[src/rtl/sdp_wdma_req_gen.sv]
`timescale 1ns/1ps
// SDP WDMA request generator: splits each line of an output surface into aligned
// DMA write bursts (command followed by its data beats) and pulses op_done at surface end.
module sdp_wdma_req_gen #(
    parameter int DW        = 256,
    parameter int AW        = 32,
    parameter int MAX_BURST = 8
) (
    input  logic          nvdla_core_clk,
    input  logic          nvdla_core_rstn,
    input  logic          op_load,
    input  logic [AW-1:0] cfg_base_addr,
    input  logic [AW-1:0] cfg_line_stride,
    input  logic [12:0]   cfg_width,
    input  logic [12:0]   cfg_height,
    input  logic          inp_pvld,
    output logic          inp_prdy,
    input  logic [DW-1:0] inp_data,
    output logic          dma_wr_req_pvld,
    input  logic          dma_wr_req_prdy,
    output logic          dma_wr_req_type,
    output logic [AW-1:0] dma_wr_req_addr,
    output logic [3:0]    dma_wr_req_size,
    output logic [DW-1:0] dma_wr_req_data,
    output logic          op_busy,
    output logic          op_done
);

    localparam int LB = $clog2(MAX_BURST);

    typedef enum logic [1:0] {
        IDLE = 2'd0,
        CMD  = 2'd1,
        DATA = 2'd2,
        DONE = 2'd3
    } state_t;

    state_t        state, state_nxt;
    logic [AW-1:0] line_addr, cur_addr, stride_q;
    logic [12:0]   width_q, lines_left;
    logic [13:0]   beats_left, beats_rem;
    logic [3:0]    beat_cnt;
    logic [4:0]    room, burst_len;
    logic [AW-1:0] cur_addr_inc, line_addr_nxt, base_aligned;
    logic          load, cmd_fire, beat_fire, last_beat;

    // Beats left before the next MAX_BURST*32-byte boundary caps the burst.
    assign room          = 5'(MAX_BURST) - 5'(cur_addr[5+LB-1:5]);
    assign burst_len     = (beats_left < 14'(room)) ? beats_left[4:0] : room;
    assign beats_rem     = beats_left - 14'(burst_len);
    assign cur_addr_inc  = cur_addr + AW'({burst_len, 5'b0});
    assign line_addr_nxt = line_addr + stride_q;
    assign base_aligned  = cfg_base_addr & ~AW'(31);

    assign load      = (state == IDLE) && op_load;
    assign cmd_fire  = (state == CMD) && dma_wr_req_prdy;
    assign beat_fire = (state == DATA) && inp_pvld && dma_wr_req_prdy;
    assign last_beat = beat_fire && (beat_cnt == 4'd0);

    // NOTE: sequential state uses non-blocking assignments so every register
    // samples pre-edge values regardless of block ordering.
    always_ff @(posedge nvdla_core_clk or negedge nvdla_core_rstn) begin
        if (!nvdla_core_rstn) begin
            state <= IDLE;
        end else begin
            state <= state_nxt;
        end
    end

    // NOTE: every combinational output gets a default before the case so no
    // path leaves it unassigned and no latch is inferred.
    always_comb begin
        state_nxt       = state;
        inp_prdy        = 1'b0;
        dma_wr_req_pvld = 1'b0;
        dma_wr_req_type = 1'b0;
        dma_wr_req_addr = '0;
        dma_wr_req_size = 4'd0;
        dma_wr_req_data = '0;
        op_done         = 1'b0;
        op_busy         = (state != IDLE);
        case (state)
            IDLE: begin
                if (op_load) state_nxt = CMD;
            end
            CMD: begin
                dma_wr_req_pvld = 1'b1;
                dma_wr_req_addr = cur_addr;
                dma_wr_req_size = 4'(burst_len - 5'd1);
                if (dma_wr_req_prdy) state_nxt = DATA;
            end
            DATA: begin
                dma_wr_req_pvld = inp_pvld;
                inp_prdy        = dma_wr_req_prdy;
                dma_wr_req_type = 1'b1;
                dma_wr_req_data = inp_data;
                if (last_beat) begin
                    if (beats_rem != 14'd0 || lines_left != 13'd0) state_nxt = CMD;
                    else                                           state_nxt = DONE;
                end
            end
            DONE: begin
                op_done   = 1'b1;
                state_nxt = IDLE;
            end
            default: state_nxt = IDLE;
        endcase
    end

    always_ff @(posedge nvdla_core_clk or negedge nvdla_core_rstn) begin
        if (!nvdla_core_rstn) begin
            line_addr  <= '0;
            cur_addr   <= '0;
            stride_q   <= '0;
            width_q    <= '0;
            lines_left <= '0;
            beats_left <= '0;
            beat_cnt   <= '0;
        end else if (load) begin
            line_addr  <= base_aligned;
            cur_addr   <= base_aligned;
            stride_q   <= cfg_line_stride & ~AW'(31);
            width_q    <= cfg_width;
            lines_left <= cfg_height;
            beats_left <= {1'b0, cfg_width} + 14'd1;
        end else if (cmd_fire) begin
            beat_cnt <= 4'(burst_len - 5'd1);
        end else if (beat_fire) begin
            if (!last_beat) begin
                beat_cnt <= beat_cnt - 4'd1;
            end else if (beats_rem != 14'd0 || lines_left == 13'd0) begin
                cur_addr   <= cur_addr_inc;
                beats_left <= beats_rem;
            end else begin
                // Line finished with more lines to go: restart at the next line start.
                lines_left <= lines_left - 13'd1;
                line_addr  <= line_addr_nxt;
                cur_addr   <= line_addr_nxt;
                beats_left <= {1'b0, width_q} + 14'd1;
            end
        end
    end

endmodule

[config.mk]
export PLATFORM = sky130hd
export DESIGN_NAME = sdp_wdma_req_gen
export DESIGN_NICKNAME = d
export VERILOG_FILES = /design/src/rtl/sdp_wdma_req_gen.sv
export SDC_FILE = /design/constraint.sdc
export NUM_CORES = 1
export LEC_CHECK = 0
export ABC_CLOCK_PERIOD_IN_PS = 6050
export CAP_MARGIN = 20
export CORE_AREA = 2 2 254 256
export DETAILED_ROUTE_END_ITERATION = 8
export DIE_AREA = 0 0 256 258
export DONT_BUFFER_PORTS = 1
export PLACE_DENSITY = 0.3
export SLEW_MARGIN = 10
export SYNTH_ARGS = -nofsm -noshare
export SYNTH_HDL_FRONTEND = slang
export SYNTH_SLANG_ARGS = --single-unit
[constraint.sdc]
create_clock -name nvdla_core_clk -period 6.05 [get_ports nvdla_core_clk]
set_input_delay 0.605 -clock nvdla_core_clk [delete_from_list [all_inputs] [get_ports nvdla_core_clk]]
set_output_delay 0.605 -clock nvdla_core_clk [all_outputs]
set_load 0.02 [all_outputs]
### Yosys cells after proc, flatten, opt, wreduce, memory -nomap -nowiden

Cells that the tools add are included.

* add/sub/neg operators: 9
* $mul: 0
* div/mod/pow operators: 0
* $lt $le $gt $ge: 1
* equal/unequal tests: 9
* shifts and indexed selects: 0
* muxes and demuxes: 36
* bitwise operators: 1
* reduce and logical (&&, ||, !) cells: 20

Operators by type and width (count)
* 32-bit two-way mux: 11
* 256-bit two-way mux: 1
* 14-bit two-way mux: 5
* 13-bit two-way mux: 5
* 32-bit by 10-bit adder with 32-bit output: 1
* 32-bit adder: 1
* 13-bit by 1-bit adder with 14-bit output (second input constant): 2
* 4-bit two-way mux: 4
* 14-bit by 5-bit < comparator with 1-bit output: 1
* 14-bit nonzero test: 1
* 14-bit by 5-bit subtractor with 14-bit output: 1
* 13-bit logical NOT: 1
* 13-bit nonzero test: 1
* 13-bit by 1-bit subtractor with 13-bit output (second input constant): 1
* 2-bit != test (second input constant): 6
* 3-bit AND reduction: 3
* 2-bit two-way mux: 4
* 2-bit one-hot mux with 4 select lines: 1
* 2-bit nonzero test: 4
* 4-bit by 1-bit subtractor with 4-bit output (second input constant): 2
* 1-bit logical AND: 5
* 5-bit two-way mux: 1
* 4-bit by 3-bit subtractor with 5-bit output (first input constant): 1
* 2-bit equality test (second input constant): 2
* other kinds (8): 11

* bits in registers: 137
* latch bits: 0
* RAM bits: 0
* bits in read-only memories: 0
* input port bits: 351
* output and inout bits: 297
* logic and storage cells: 84
* memories kept: 0

### Logic depth before layout (Yosys ltp)

* word-level depth: 11
* mapped depth: 23
* gate-level depth less buffers: 21

### Worst setup path before layout

No wires, ideal clock.

* path kind: flip-flop to flip-flop
* from: reg cur_addr[6]
* to: reg lines_left[6]
* library setup time: 0.129 ns
* data arrival time: 4.503 ns
* data required time: 5.921 ns
* path slack: 1.418 ns
* cell stages (with the launch flop): 23
* buffers on the path: 1
* clock period less this slack: 4.632 ns
* cell sequence: dfrtp_1 > inv_1 > ha_1 > inv_1 > ha_1 > a21o_1 > a21o_1 > a21oi_1 > mux2i_1 > inv_1 > ha_1 > inv_1 > fa_1 > a21o_1 > a211oi_2 > xor2_2 > nor3_1 > and4_1 > buf_6 > nand4b_4 > or4_1 > xor2_1 > o21ai_1

* longest elaborated chain between the ends: 8

RTL lines
* start: declaration: RTL line 39 `logic [AW-1:0] line_addr, cur_addr, stride_q;`
* start signal: assignment: RTL line 121 `cur_addr <= base_aligned;`
* start signal: assignment: RTL line 132 `cur_addr <= cur_addr_inc;`
* start signal: assignment: RTL line 138 `cur_addr <= line_addr_nxt;`
* 4-bit by 3-bit subtractor with 5-bit output *: RTL line 48 `assign room = 5'(MAX_BURST) - 5'(cur_addr[5+LB-1:5]);`
* 14-bit by 5-bit < comparator with 1-bit output: RTL line 49 `assign burst_len = (beats_left < 14'(room)) ? beats_left[4:0] : room;`
* 5-bit two-way mux *: RTL line 49
* 14-bit by 5-bit subtractor with 14-bit output *: RTL line 50 `assign beats_rem = beats_left - 14'(burst_len);`
* 14-bit nonzero test *: RTL line 131 `end else if (beats_rem != 14'd0 || lines_left == 13'd0) begin`
* 1-bit logical OR *: RTL line 131
* 2-bit != test (no line) *
* 4-bit AND reduction (no line) *
* end signal: assignment: RTL line 124 `lines_left <= cfg_height;`
* end signal: assignment: RTL line 136 `lines_left <= lines_left - 13'd1;`
* end: declaration: RTL line 40 `logic [12:0] width_q, lines_left;`

Every way passes the cells marked *; elsewhere a longest branch is shown, timed or not.
A chain may end at the register's enable or synchronous reset.

### Final worst setup path

* from: reg cur_addr[5]
* to: reg cur_addr[30]

* longest elaborated chain between the ends: 11
* elaborated cells between the ends (all ways): 12
* those cells by class: add/sub (3); order compare (1); mux (6); reduce/logical (2)

RTL lines
* 4-bit by 3-bit subtractor with 5-bit output: RTL line 48
* 14-bit by 5-bit < comparator with 1-bit output: RTL line 49
* 5-bit two-way mux: RTL line 49
* 14-bit by 5-bit subtractor with 14-bit output: RTL line 50
* 14-bit nonzero test: RTL line 131
* 1-bit logical OR: RTL line 131
* 32-bit two-way mux *: RTL line 131
* 32-bit two-way mux *: RTL line 129 `if (!last_beat) begin`
* 32-bit two-way mux *: RTL line 128 `end else if (beat_fire) begin`
* 32-bit two-way mux *: RTL line 126 `end else if (cmd_fire) begin`
* 32-bit two-way mux *: RTL line 119 `end else if (load) begin`

Every way passes the cells marked *; elsewhere a longest branch is shown, timed or not. The select of a mux whose other input is x is not followed.

==> metrics.txt <==
FP Rows=93; number of synthesized register bits=128; CTS tree=built; clock sink count=128; Worst Setup End Kind=register; synth-to-layout area growth=16.3%; setup TNS=0 ps; worst hold slack=156 ps; largest net degree at the start of global routing=142; crit path time final=5510 ps; P_int=3.66 mW; H-tree Lvls=4; fin area=12600 µm²; wire length on met1=26100 µm; IO Count=648; Core Box Area=63600 µm²; commonest non-fill, non-tap cell in the layout=and2_1; Leak=5.17 nW; P_sw=4.50 mW; DIE HEIGHT=258 µm; register area=3200 µm²; worst slew pin tran=1150 ps; Placed Instance Area=11700 µm²; pre-CTS setup slack=553 ps; outcome=finished clean; Max clock buf depth=2; Flop pwr share=21.3%; Max Clock Skew=18.0 ps; initial DRC count=892; number of global-route vias before repair=10200; placed cell count=2223; drt drc=0; fin crit share=91.2%; Max Used Layer=met5; RSZ-0062 raised after global routing=false; Worst EP arrival=5910 ps; FFs w/ async S/R, synth=100%; Multi-input gate area=7180 µm²; Peak VDD IR=0.220 mV; PD cells=649 nW/µm²; Reg clk slew, reported paths=80 ps; die area=66000 µm²; width of the die=256 µm; first-pass GRT wire length=103000 µm; post-CTS setup buffer count=0; final worst-path setup slack=535 ps; placer congestion estimate=0.938; post-detailed-route wirelength per cell=34.6 µm; share of layout cells above drive strength 1=5.64%; CP max FO=26; routed wl met3=11100 µm; GRT Util Overall=23.4%; total routed wirelength=80100 µm; most frequent cells in the layout=and2_1 (292), nand2_1 (239), dfrtp_1 (128), nor2_1 (96), a21oi_1 (82); Synth cell types=77; max_slew headroom=24.0%; via count=10800; grt total ovfl=0; Routed Antenna Nets=0; final setup vio count=0; Slew Limit Fails=0; port buffer count=0; later-pin clock latency in the skew report=460 ps; path type of the worst min-delay path=input port to asynchronous set/reset pin; syn_nets=1829; antenna violations before repair=157; fillers=7257; drt first pass iters=5; Hold Vio Cnt, Final=0; Peak Freq=0.181 GHz; vias per cell=4.65; clock share of power=14.7%; routed wl met2=38300 µm; syn avg cell area=7.59 µm²; Yosys warning total=0; Sw Ratio=55.2%; worst path required time=6440 ps; Gate power share=64.0%; root buffer cell=clkbuf_16; crit path kind=register to register; TritonCTS buffer count=17; DPL Wire Length=68400 µm; post-synthesis sequential area ratio=29.6%; Max Cap Viol=0; CP startpoint kind=register; synthesized instance count=1425; number of synthesized flops with an enable pin=0; Cell Area, Synth=10800 µm²; initial core utilization=17.0%; Final #Nets=1792; Synth Flop Type=dfrtp_1; Non-Filler Instances=2317
## worst max-delay path: stages (launching register included)
cell and delay [ps]:
dfrtp_1 440, inv_1 90, ha_1 310, inv_1 40
ha_1 270, a21o_1 160, a21o_1 170, a21oi_1 410
mux2i_1 210, inv_1 170, ha_1 180, inv_1 50
fa_1 400, a21o_1 210, a211oi_2 300, xor2_2 160
nor3_1 250, and4_1 380, buf_4 420, nand2_1 270
or3_1 450, nand3_1 90
## metrics by stage
stage          utilization, %  total power [mW]
5_1_grt                  19.6              8.81
4_1_cts                  19.5              8.26
3_3_place_gp             18.4              6.97
6_report                 19.8              8.15
2_1_floorplan               -              5.48
3_5_place_dp             18.4              6.99
## cells in the mapped netlist, drive strengths merged (31+ instances only)
master    n  area (µm²)
a21oi    82         410
and2    292        1830
clkbuf   61         229
dfrtp   128        3200
ha       50         626
inv      31         116
nand2   241         907
nand3    38         190
nor2     99         379
o21ai    79         395
xnor2    38         333
xor2     31         279
## kinds of logic (layout without fill, tap and decap cells)
| kind of cell | count (synthesis) | after routing | synth area share (%) |
|---|---|---|---|
| multiplexers | 6 | 6 | 0.567 |
| other | 1 | 62 | 0.0347 |
| XOR/XNOR | 70 | 70 | 5.87 |
| AO/OA/AOI/OAI | 276 | 276 | 15.8 |
| flip-flops | 128 | 128 | 29.6 |
| adder cells (fa/ha/maj) | 53 | 53 | 6.34 |
| buffers and inverters | 111 | 87 | 4.35 |
| AND/OR/NAND/NOR | 780 | 780 | 37.4 |
## sequential cells by signal, summed over array words and instances, names as in the netlist
name        cells
state           2
line_addr      27
cur_addr       28
beats_left     14
lines_left     13
stride_q       27
width_q        13
beat_cnt        4
## final timing paths
kind                                           from       endpoint  slack, ps  cells past startpoint
worst min register to register         stride_q[17]   stride_q[17]        490                      2
max in group asynchronous           nvdla_core_rstn  beats_left[9]       5350                      1
worst min-delay path                nvdla_core_rstn  line_addr[27]        160                      1
min in group nvdla_core_clk     cfg_line_stride[28]   stride_q[28]        250                      2
worst max-delay path                    cur_addr[5]   cur_addr[30]        540                     21
worst max register to register          cur_addr[5]   cur_addr[30]        540                     21
## power by group through the flow
stage | Sequential, mW | Clock, mW | Combinational [mW]
after floorplan | 1.55 | 0 | 3.93
after global placement | 1.75 | 0 | 5.23
after detailed placement | 1.75 | 0 | 5.24
after CTS | 1.73 | 1.23 | 5.30
after global routing | 1.80 | 1.26 | 5.74
final | 1.73 | 1.20 | 5.22
## routing by layer
layer | track usage (%) | vias to the layer above
li1 | - | 4825
met1 | 21.4 | 4958
met2 | 40.0 | 572
met3 | 16.3 | 300
met4 | 10.3 | 116
met5 | 0 | -
## timing repair
item | in CTS | in global routing
gates resized for setup | 0 | 0
hold endpoints to repair | 128 | 0
setup endpoints to repair | 0 | 0
hold buffers | 1 | 0
## area by class of cell
class	count	area share, %
multi-input cells	1186	57.1
flip-flops and latches	128	25.5
well taps	855	8.51
clock buffers	21	3.74
repair buffers	24	1.59
clock inverters	11	1.41
diodes	61	1.21
inverters	31	0.926
(Power assumes the default switching activity.)
